==> config.mk <==
export PLATFORM = sky130hd
export DESIGN_NAME = wb_bram_arbiter_flat
export DESIGN_NICKNAME = d
export VERILOG_FILES = /design/src/rtl/wb_bram_arbiter_if.sv /design/src/rtl/wb_bram_arbiter.sv /design/src/flat_wrapper.sv
export SDC_FILE = /design/constraint.sdc
export NUM_CORES = 1
export LEC_CHECK = 0
export BUFFER_PORTS_ARGS = -buffer_cell sky130_fd_sc_hd__buf_2
export CAP_MARGIN = 20
export CORE_MARGIN = 2
export CORE_UTILIZATION = 40
export CTS_CLUSTER_SIZE = 40
export DETAILED_ROUTE_END_ITERATION = 10
export PLACE_DENSITY = 0.69
export SYNTH_ARGS = -nofsm -noshare
export SYNTH_HDL_FRONTEND = slang
export SYNTH_SLANG_ARGS = --single-unit
==> constraint.sdc <==
create_clock -name wb_clk_i -period 2 [get_ports wb_clk_i]
set_input_delay 0.4 -clock wb_clk_i [delete_from_list [all_inputs] [get_ports wb_clk_i]]
set_output_delay 0.4 -clock wb_clk_i [all_outputs]
set_load 0.02 [all_outputs]
==> src/rtl/wb_bram_arbiter_if.sv <==
// Bus bundle between the two BRAM masters, the arbiter and the BRAM macro.
// Signal suffixes (_i/_o) are named from the arbiter's point of view.
interface wb_bram_arbiter_if;
  // port 0: management-SoC Wishbone slave side
  logic        wbs_cyc_i;
  logic        wbs_stb_i;
  logic        wbs_we_i;
  logic [3:0]  wbs_sel_i;
  logic [31:0] wbs_adr_i;
  logic [31:0] wbs_dat_i;
  logic        wbs_ack_o;
  logic [31:0] wbs_dat_o;
  // port 1: simple req/ack master
  logic        m1_req_i;
  logic        m1_we_i;
  logic [31:0] m1_adr_i;
  logic [31:0] m1_dat_i;
  logic        m1_ack_o;
  logic [31:0] m1_dat_o;
  // BRAM macro side
  logic        bram_en_o;
  logic [3:0]  bram_we_o;
  logic [31:0] bram_adr_o;
  logic [31:0] bram_dat_o;
  logic [31:0] bram_dat_i;

  modport slave (
    input  wbs_cyc_i, wbs_stb_i, wbs_we_i, wbs_sel_i, wbs_adr_i, wbs_dat_i,
    output wbs_ack_o, wbs_dat_o,
    input  m1_req_i, m1_we_i, m1_adr_i, m1_dat_i,
    output m1_ack_o, m1_dat_o,
    output bram_en_o, bram_we_o, bram_adr_o, bram_dat_o,
    input  bram_dat_i
  );

  modport master (
    output wbs_cyc_i, wbs_stb_i, wbs_we_i, wbs_sel_i, wbs_adr_i, wbs_dat_i,
    input  wbs_ack_o, wbs_dat_o,
    output m1_req_i, m1_we_i, m1_adr_i, m1_dat_i,
    input  m1_ack_o, m1_dat_o,
    input  bram_en_o, bram_we_o, bram_adr_o, bram_dat_o,
    output bram_dat_i
  );
endinterface

==> src/rtl/wb_bram_arbiter.sv <==
// Two-master arbiter for the user BRAM: Wishbone port 0 and req/ack port 1.
// Each access holds the BRAM enable for DELAYS+1 cycles, then acks for one cycle.
// Build option: define BRAM_ARB_FIXED_PRIO_EN for fixed priority (port 0 wins ties);
// default is round-robin on ties.
//
// state | meaning
// IDLE  | no access in flight; requests sampled each edge
// BUSY  | BRAM enabled with latched address/data/byte-enables, counting cycles
// ACK   | enable dropped, winner's ack pulses with captured read data
module wb_bram_arbiter #(
  parameter int DELAYS = 10
) (
  input logic             wb_clk_i,
  input logic             wb_rst_n,
  wb_bram_arbiter_if.slave bus
);

  typedef enum logic [1:0] {
    ST_IDLE = 2'd0,
    ST_BUSY = 2'd1,
    ST_ACK  = 2'd2
  } state_t;

  localparam logic [15:0] LP_DELAYS = 16'(DELAYS);

  state_t      r_state;
  logic [15:0] r_cnt;
  logic        r_last_grant;
  logic        r_grant;
  logic        r_en;
  logic [3:0]  r_we;
  logic [31:0] r_adr;
  logic [31:0] r_wdat;
  logic [31:0] r_rdata;
  logic        r_ack0;
  logic        r_ack1;

  logic w_req0;
  logic w_req1;
  logic w_pick;
  logic w_ack0;
  logic w_ack1;

  assign w_req0 = bus.wbs_cyc_i & bus.wbs_stb_i;
  assign w_req1 = bus.m1_req_i;

  // choose the winner for a grant in IDLE (0 = port 0, 1 = port 1)
  always_comb begin
    w_pick = 1'b0;
`ifdef BRAM_ARB_FIXED_PRIO_EN
    w_pick = ~w_req0;
`else
    if (w_req0 && w_req1) w_pick = ~r_last_grant;
    else                  w_pick = w_req1;
`endif
  end

  // access sequencer: grant, hold enable for DELAYS+1 cycles, one-cycle ack
  always_ff @(posedge wb_clk_i or negedge wb_rst_n) begin
    if (!wb_rst_n) begin
      r_state      <= ST_IDLE;
      r_cnt        <= '0;
      r_last_grant <= 1'b1;
      r_grant      <= 1'b0;
      r_en         <= 1'b0;
      r_we         <= '0;
      r_adr        <= '0;
      r_wdat       <= '0;
      r_rdata      <= '0;
      r_ack0       <= 1'b0;
      r_ack1       <= 1'b0;
    end else begin
      case (r_state)
        ST_IDLE: begin
          r_ack0 <= 1'b0;
          r_ack1 <= 1'b0;
          if (w_req0 || w_req1) begin
            r_grant      <= w_pick;
            r_last_grant <= w_pick;
            r_cnt        <= '0;
            r_en         <= 1'b1;
            r_state      <= ST_BUSY;
            if (!w_pick) begin
              r_adr  <= bus.wbs_adr_i;
              r_wdat <= bus.wbs_dat_i;
              r_we   <= bus.wbs_sel_i & {4{bus.wbs_we_i}};
            end else begin
              r_adr  <= bus.m1_adr_i;
              r_wdat <= bus.m1_dat_i;
              r_we   <= {4{bus.m1_we_i}};
            end
          end
        end
        ST_BUSY: begin
          r_cnt <= r_cnt + 16'd1;
          if (r_cnt == LP_DELAYS) begin
            r_rdata <= bus.bram_dat_i;
            r_en    <= 1'b0;
            r_we    <= '0;
            r_ack0  <= ~r_grant;
            r_ack1  <= r_grant;
            r_state <= ST_ACK;
          end
        end
        ST_ACK: begin
          r_ack0  <= 1'b0;
          r_ack1  <= 1'b0;
          r_state <= ST_IDLE;
        end
        default: begin
          r_en    <= 1'b0;
          r_we    <= '0;
          r_ack0  <= 1'b0;
          r_ack1  <= 1'b0;
          r_state <= ST_IDLE;
        end
      endcase
    end
  end

  // a master that abandoned its request gets no ack; the BRAM access itself still completed
  assign w_ack0 = r_ack0 & bus.wbs_cyc_i;
  assign w_ack1 = r_ack1 & bus.m1_req_i;

  assign bus.wbs_ack_o  = w_ack0;
  assign bus.wbs_dat_o  = w_ack0 ? r_rdata : 32'd0;
  assign bus.m1_ack_o   = w_ack1;
  assign bus.m1_dat_o   = w_ack1 ? r_rdata : 32'd0;
  assign bus.bram_en_o  = r_en;
  assign bus.bram_we_o  = r_we;
  assign bus.bram_adr_o = r_adr;
  assign bus.bram_dat_o = r_wdat;

endmodule
==> src/flat_wrapper.sv <==
// flat-port wrapper written by rule: the top's interface ports become plain ports
module wb_bram_arbiter_flat 
#(
  parameter int DELAYS = 10
)
  (wb_clk_i, wb_rst_n, bus_wbs_cyc_i, bus_wbs_stb_i, bus_wbs_we_i, bus_wbs_sel_i, bus_wbs_adr_i, bus_wbs_dat_i, bus_wbs_ack_o, bus_wbs_dat_o, bus_m1_req_i, bus_m1_we_i, bus_m1_adr_i, bus_m1_dat_i, bus_m1_ack_o, bus_m1_dat_o, bus_bram_en_o, bus_bram_we_o, bus_bram_adr_o, bus_bram_dat_o, bus_bram_dat_i);
  wb_bram_arbiter_if bus_i ();
  input logic wb_clk_i;
  input logic wb_rst_n;
  input wire logic [$bits(bus_i.wbs_cyc_i)-1:0] bus_wbs_cyc_i;
  input wire logic [$bits(bus_i.wbs_stb_i)-1:0] bus_wbs_stb_i;
  input wire logic [$bits(bus_i.wbs_we_i)-1:0] bus_wbs_we_i;
  input wire logic [$bits(bus_i.wbs_sel_i)-1:0] bus_wbs_sel_i;
  input wire logic [$bits(bus_i.wbs_adr_i)-1:0] bus_wbs_adr_i;
  input wire logic [$bits(bus_i.wbs_dat_i)-1:0] bus_wbs_dat_i;
  output wire logic [$bits(bus_i.wbs_ack_o)-1:0] bus_wbs_ack_o;
  output wire logic [$bits(bus_i.wbs_dat_o)-1:0] bus_wbs_dat_o;
  input wire logic [$bits(bus_i.m1_req_i)-1:0] bus_m1_req_i;
  input wire logic [$bits(bus_i.m1_we_i)-1:0] bus_m1_we_i;
  input wire logic [$bits(bus_i.m1_adr_i)-1:0] bus_m1_adr_i;
  input wire logic [$bits(bus_i.m1_dat_i)-1:0] bus_m1_dat_i;
  output wire logic [$bits(bus_i.m1_ack_o)-1:0] bus_m1_ack_o;
  output wire logic [$bits(bus_i.m1_dat_o)-1:0] bus_m1_dat_o;
  output wire logic [$bits(bus_i.bram_en_o)-1:0] bus_bram_en_o;
  output wire logic [$bits(bus_i.bram_we_o)-1:0] bus_bram_we_o;
  output wire logic [$bits(bus_i.bram_adr_o)-1:0] bus_bram_adr_o;
  output wire logic [$bits(bus_i.bram_dat_o)-1:0] bus_bram_dat_o;
  input wire logic [$bits(bus_i.bram_dat_i)-1:0] bus_bram_dat_i;
  assign bus_i.wbs_cyc_i = bus_wbs_cyc_i;
  assign bus_i.wbs_stb_i = bus_wbs_stb_i;
  assign bus_i.wbs_we_i = bus_wbs_we_i;
  assign bus_i.wbs_sel_i = bus_wbs_sel_i;
  assign bus_i.wbs_adr_i = bus_wbs_adr_i;
  assign bus_i.wbs_dat_i = bus_wbs_dat_i;
  assign bus_wbs_ack_o = bus_i.wbs_ack_o;
  assign bus_wbs_dat_o = bus_i.wbs_dat_o;
  assign bus_i.m1_req_i = bus_m1_req_i;
  assign bus_i.m1_we_i = bus_m1_we_i;
  assign bus_i.m1_adr_i = bus_m1_adr_i;
  assign bus_i.m1_dat_i = bus_m1_dat_i;
  assign bus_m1_ack_o = bus_i.m1_ack_o;
  assign bus_m1_dat_o = bus_i.m1_dat_o;
  assign bus_bram_en_o = bus_i.bram_en_o;
  assign bus_bram_we_o = bus_i.bram_we_o;
  assign bus_bram_adr_o = bus_i.bram_adr_o;
  assign bus_bram_dat_o = bus_i.bram_dat_o;
  assign bus_i.bram_dat_i = bus_bram_dat_i;
  wb_bram_arbiter #(.DELAYS(DELAYS)) u_core (.wb_clk_i(wb_clk_i), .wb_rst_n(wb_rst_n), .bus(bus_i));
endmodule
-- Yosys cells after proc, flatten, opt, wreduce, memory -nomap -nowiden
Cells that the tools add are included.
- add/subtract/negate cells: 1
- equal/unequal tests: 5
- mux-type cells: 21
- bitwise gates (word level): 7
- reductions and logical operators: 9
- operators by type and width (operator ; count):
    32-bit 2-to-1 mux ; 4
    16-bit case mux with 2 select lines ; 1
    16-bit by 1-bit adder with 16-bit output, second input constant ; 1
    16-bit by 4-bit equality test with 1-bit output, second input constant ; 1
    16-bit 2-to-1 mux ; 1
    4-bit 2-to-1 mux ; 3
    4-bit case mux with 3 select lines ; 1
    2-bit AND reduction ; 4
    1-bit 2-to-1 mux ; 7
    4-bit bitwise AND ; 1
    2-bit 2-to-1 mux ; 2
    2-bit by 1-bit inequality test with 1-bit output, second input constant ; 2
    2-bit case mux with 2 select lines ; 1
    1-bit bitwise AND ; 3
    1-bit NOT ; 3
    1-bit case mux with 3 select lines ; 1
    3-bit AND reduction ; 1
    2-bit by 1-bit equality test with 1-bit output, second input constant ; 1
    2-bit equality test, second input constant ; 1
    2-bit zero test ; 1
    2-bit nonzero test ; 1
    1-bit logical AND ; 1
    1-bit logical OR ; 1
- bits in registers: 123
- output and inout bits: 135
- word-level logic and storage cells: 54

-- Longest topological paths before layout
- word-level depth: 6
- mapped depth: 8

-- Least setup slack after synthesis
No wires, ideal clock.
- path kind: reg-to-reg
- start point: register u_core.r_cnt[0]
- end point: register u_core.r_rdata[10]
- library setup time: 125 ps
- arrival time: 1657 ps
- data required time: 1875 ps
- setup slack: 218 ps
- cell stages (with the launch flop): 8
- cell sequence: dfrtp_1 inv_1 ha_1 nor3b_2 nand4_4 nor2_8 buf_12 mux2_4
- cells in the longest elaborated chain, start to end: 2
- RTL lines (item ; line ; source):
    start, declared ; wb_bram_arbiter.sv:27 ; logic [15:0] r_cnt;
    start signal, assigned ; wb_bram_arbiter.sv:95 ; r_cnt <= r_cnt + 16'd1;
    16-bit by 4-bit equality test with 1-bit output ; wb_bram_arbiter.sv:96 ; if (r_cnt == LP_DELAYS) begin
    2-bit AND reduction (no line) ; - ;
    end signal, assigned ; wb_bram_arbiter.sv:97 ; r_rdata <= bus.bram_dat_i;
    end, declared ; wb_bram_arbiter.sv:34 ; logic [31:0] r_rdata;
No other way between the ends.
A chain may end at the register's enable or synchronous reset.

-- Final worst setup path
- start point: register u_core.r_cnt[1]
- end point: register u_core.r_rdata[15]
Same word-level chain as after synthesis.

==> flow_summary.ini <==
[sta]
max_freq_mhz = 530
fin_worst_skew_ps = 7.82
slew-limit-headroom = 0.560
final_hold_viol_count = 0
min_period_ps = 1890
final_max_slew_viol_count = 0
finalSetupTns_ps = 0
timing.final.crit_share = 0.944
setup_viol = 0
worst_slew_pin_slew_ps = 651
rsz0062_at_grt = false

[synthesis]
ys_ff_latch = 123
synth.area.top_cells = dfrtp_1, mux2i_1, mux2_4
ys_seq_area_frac = 0.499
synthArstFlopShare = 1.00
syn_inst = 555
ys_types = 49
syn_area_sq_um = 6160
yosysTopAreaCell = dfrtp_1
netlist.area_leader.share = 0.495
yosysWarningCount = 0
synth_edf_count = 0
synth.avg_cell_area_sq_um = 11.1
synth_ff_type = dfrtp_1
synth_nets = 728

[layout]
fin_nets = 1039
mostFrequentLayoutCell = buf_2
area_delta_synth_final_pct = 39.8
fin_area_sq_um = 8620
fillers = 1363
utilization = 0.569
final_cell_mix = buf_2, dfrtp_1, nand2_1, o21ai_0, mux2i_1
drive_above_1_share = 0.468

[placed_design]
place_area_sq_um = 7970
hpwl_um = 12400
port_buffers = 305
gp_congestion = 0.859

[critical_path]
worst-path-buf-inv = 1
crit_slowest_cell = dfrtp_1
required_ps = 2290
cp_data_arrival_time_ps = 2180
path_delay_family = simple AND/OR/NAND/NOR gates
reg2reg_depth = 6
path_class = reg -> reg
cp-start-kind = flop
crit_chain = ha_1 > nor3b_2 > nand4_4 > nor2_8 > buf_4 > mux2_4
crit_fanout = 7
cp.depth = 6
critical_path.max_stage_delay_ps = 400
cp-end-kind = flop

[clocking]
clk_pin_slew_ps = 50
clockRootBuffer = clkbuf_16
clk_path_buf_depth = 2
htree_levels = 4
clock-sinks = 123
clock_latency_ps = 410
cts_tree = yes
cts_buffers = 17

[floorplan]
die_y_um = 128
num_rows = 45
die_w_um = 128
core_sq_um = 15100
io_pins = 306
initial_core_util = 0.407
die_area_sq_um = 16400

[run]
maxCapViolCount = 0

[route]
dr.pass1.iters = 4
drt_iter0_drc = 155
vias = 5284
wl_um = 16600
wl_met3_um = 1480
met2_length_um = 8010
route.detailed.drc = 0
wl_per_cell_um = 15.5
top_layer = met5
wl_met1_um = 6850
ant_nets = 0
viasPerCell = 4.95

[power]
leakage_uw = 0.00492
p_total_uw = 11700
vdd_drop_max_v = 0.000880
power_density_nw_per_um2 = 1360

[grt]
globalRouteTotalUtil = 0.203
grt_pass1_vias = 4995
antenna_found_initial = 3
overflow = 0
grt_pass1_wl_um = 25900
grt_max_degree = 79

[min_path]
worstHoldPathType = in -> reg
holdPathStages = 2

[run_status]
status = complete, no violations
registers in the layout, summed over array words and instances (netlist names):
signal                 flops
u_core.bus.bram_we_o       4
u_core.r_last_grant        1
u_core.bus.bram_adr_o     32
u_core.r_ack1              1
u_core.bus.bram_en_o       1
u_core.r_cnt              16
u_core.r_ack0              1
u_core.r_state             2
u_core.r_grant             1
u_core.bus.bram_dat_o     32
u_core.r_rdata            32
synthesized netlist by cell type, types with 2 or more instances:
| cell type | number |
|---|---|
| mux2_2 | 4 |
| nand3_1 | 9 |
| and4_1 | 5 |
| a21oi_1 | 2 |
| mux2_4 | 28 |
| and2_1 | 3 |
| o21ai_0 | 76 |
| mux2i_1 | 71 |
| a221o_1 | 4 |
| nand2b_1 | 2 |
| o31ai_1 | 2 |
| buf_4 | 4 |
| dfrtp_1 | 122 |
| buf_6 | 5 |
| nor2_1 | 3 |
| buf_12 | 3 |
| nand4_1 | 3 |
| nor4_4 | 2 |
| and3_1 | 65 |
| clkbuf_1 | 19 |
| ha_1 | 2 |
| nand2_1 | 82 |
| buf_2 | 12 |
| inv_1 | 2 |
kinds of logic after synthesis:
family,after synthesis,synth area share
buf+inv,46,0.0471
fa+ha+maj,2,0.00406
simple gates,187,0.170
flops,123,0.499
compound gates,94,0.0885
mux,103,0.191
cell type report:
| class | count | area, sq um | share of cell area |
|---|---|---|---|
| clock buffer | 23 | 488 | 0.0566 |
| timing repair buffer | 336 | 1860 | 0.216 |
| sequential | 123 | 3080 | 0.357 |
| antenna | 1 | 2.50 | 0.000290 |
| clock inverter | 9 | 135 | 0.0157 |
| inverter | 2 | 7.51 | 0.000871 |
| tap | 188 | 235 | 0.0273 |
| multi-input combinational | 386 | 2810 | 0.326 |
worst register-to-register path, stage by stage (launching register included):
cell	delay, ps
dfrtp_1	400
ha_1	170
nor3b_2	300
nand4_4	180
nor2_8	220
buf_4	200
mux2_4	310
per-stage QoR:
step | hold slack (ps) | instances | worst slack (ps)
floorplan | 104 | 555 | 218
CTS | 196 | 1065 | 66.9
global placement | 415 | 1032 | 123
global route | 194 | 1068 | 17.8
detailed placement | 417 | 1032 | 91.3
finish | 218 | 1068 | 113
metal layers:
| layer | track usage | vias to the layer above |
|---|---|---|
| met5 | 0 | - |
| met4 | 0.0517 | 6 |
| met3 | 0.0947 | 18 |
| met1 | 0.243 | 2449 |
| li1 | - | 2598 |
| met2 | 0.333 | 213 |
power breakdown:
group          leakage (uW)  internal (uW)  switching, uW
clock              0.000296           2100           1090
combinational       0.00307           1870           2530
sequential          0.00156           3530            636
repair_timing:
item | 4_1_cts | 5_1_grt
gates resized for setup | 0 | 0
setup buffers | 0 | 2
hold buffers | 1 | 0
setup endpoints to repair | 0 | 7
hold endpoints to repair | 45 | 0
path summary, 6_finish.rpt:
check	start	to	slack (ps)
max	u_core.r_cnt[1]	u_core.r_rdata[15]	110
min	bus_bram_dat_i[12]	u_core.r_rdata[12]	220
max reg2reg	u_core.r_cnt[1]	u_core.r_rdata[15]	110
min reg2reg	u_core.bus.bram_adr_o[7]	u_core.bus.bram_adr_o[7]	470
max in group asynchronous	wb_rst_n	u_core.r_last_grant	1030
min in group asynchronous	wb_rst_n	u_core.bus.bram_dat_o[19]	550
Power figures use the tool's default switching activity.
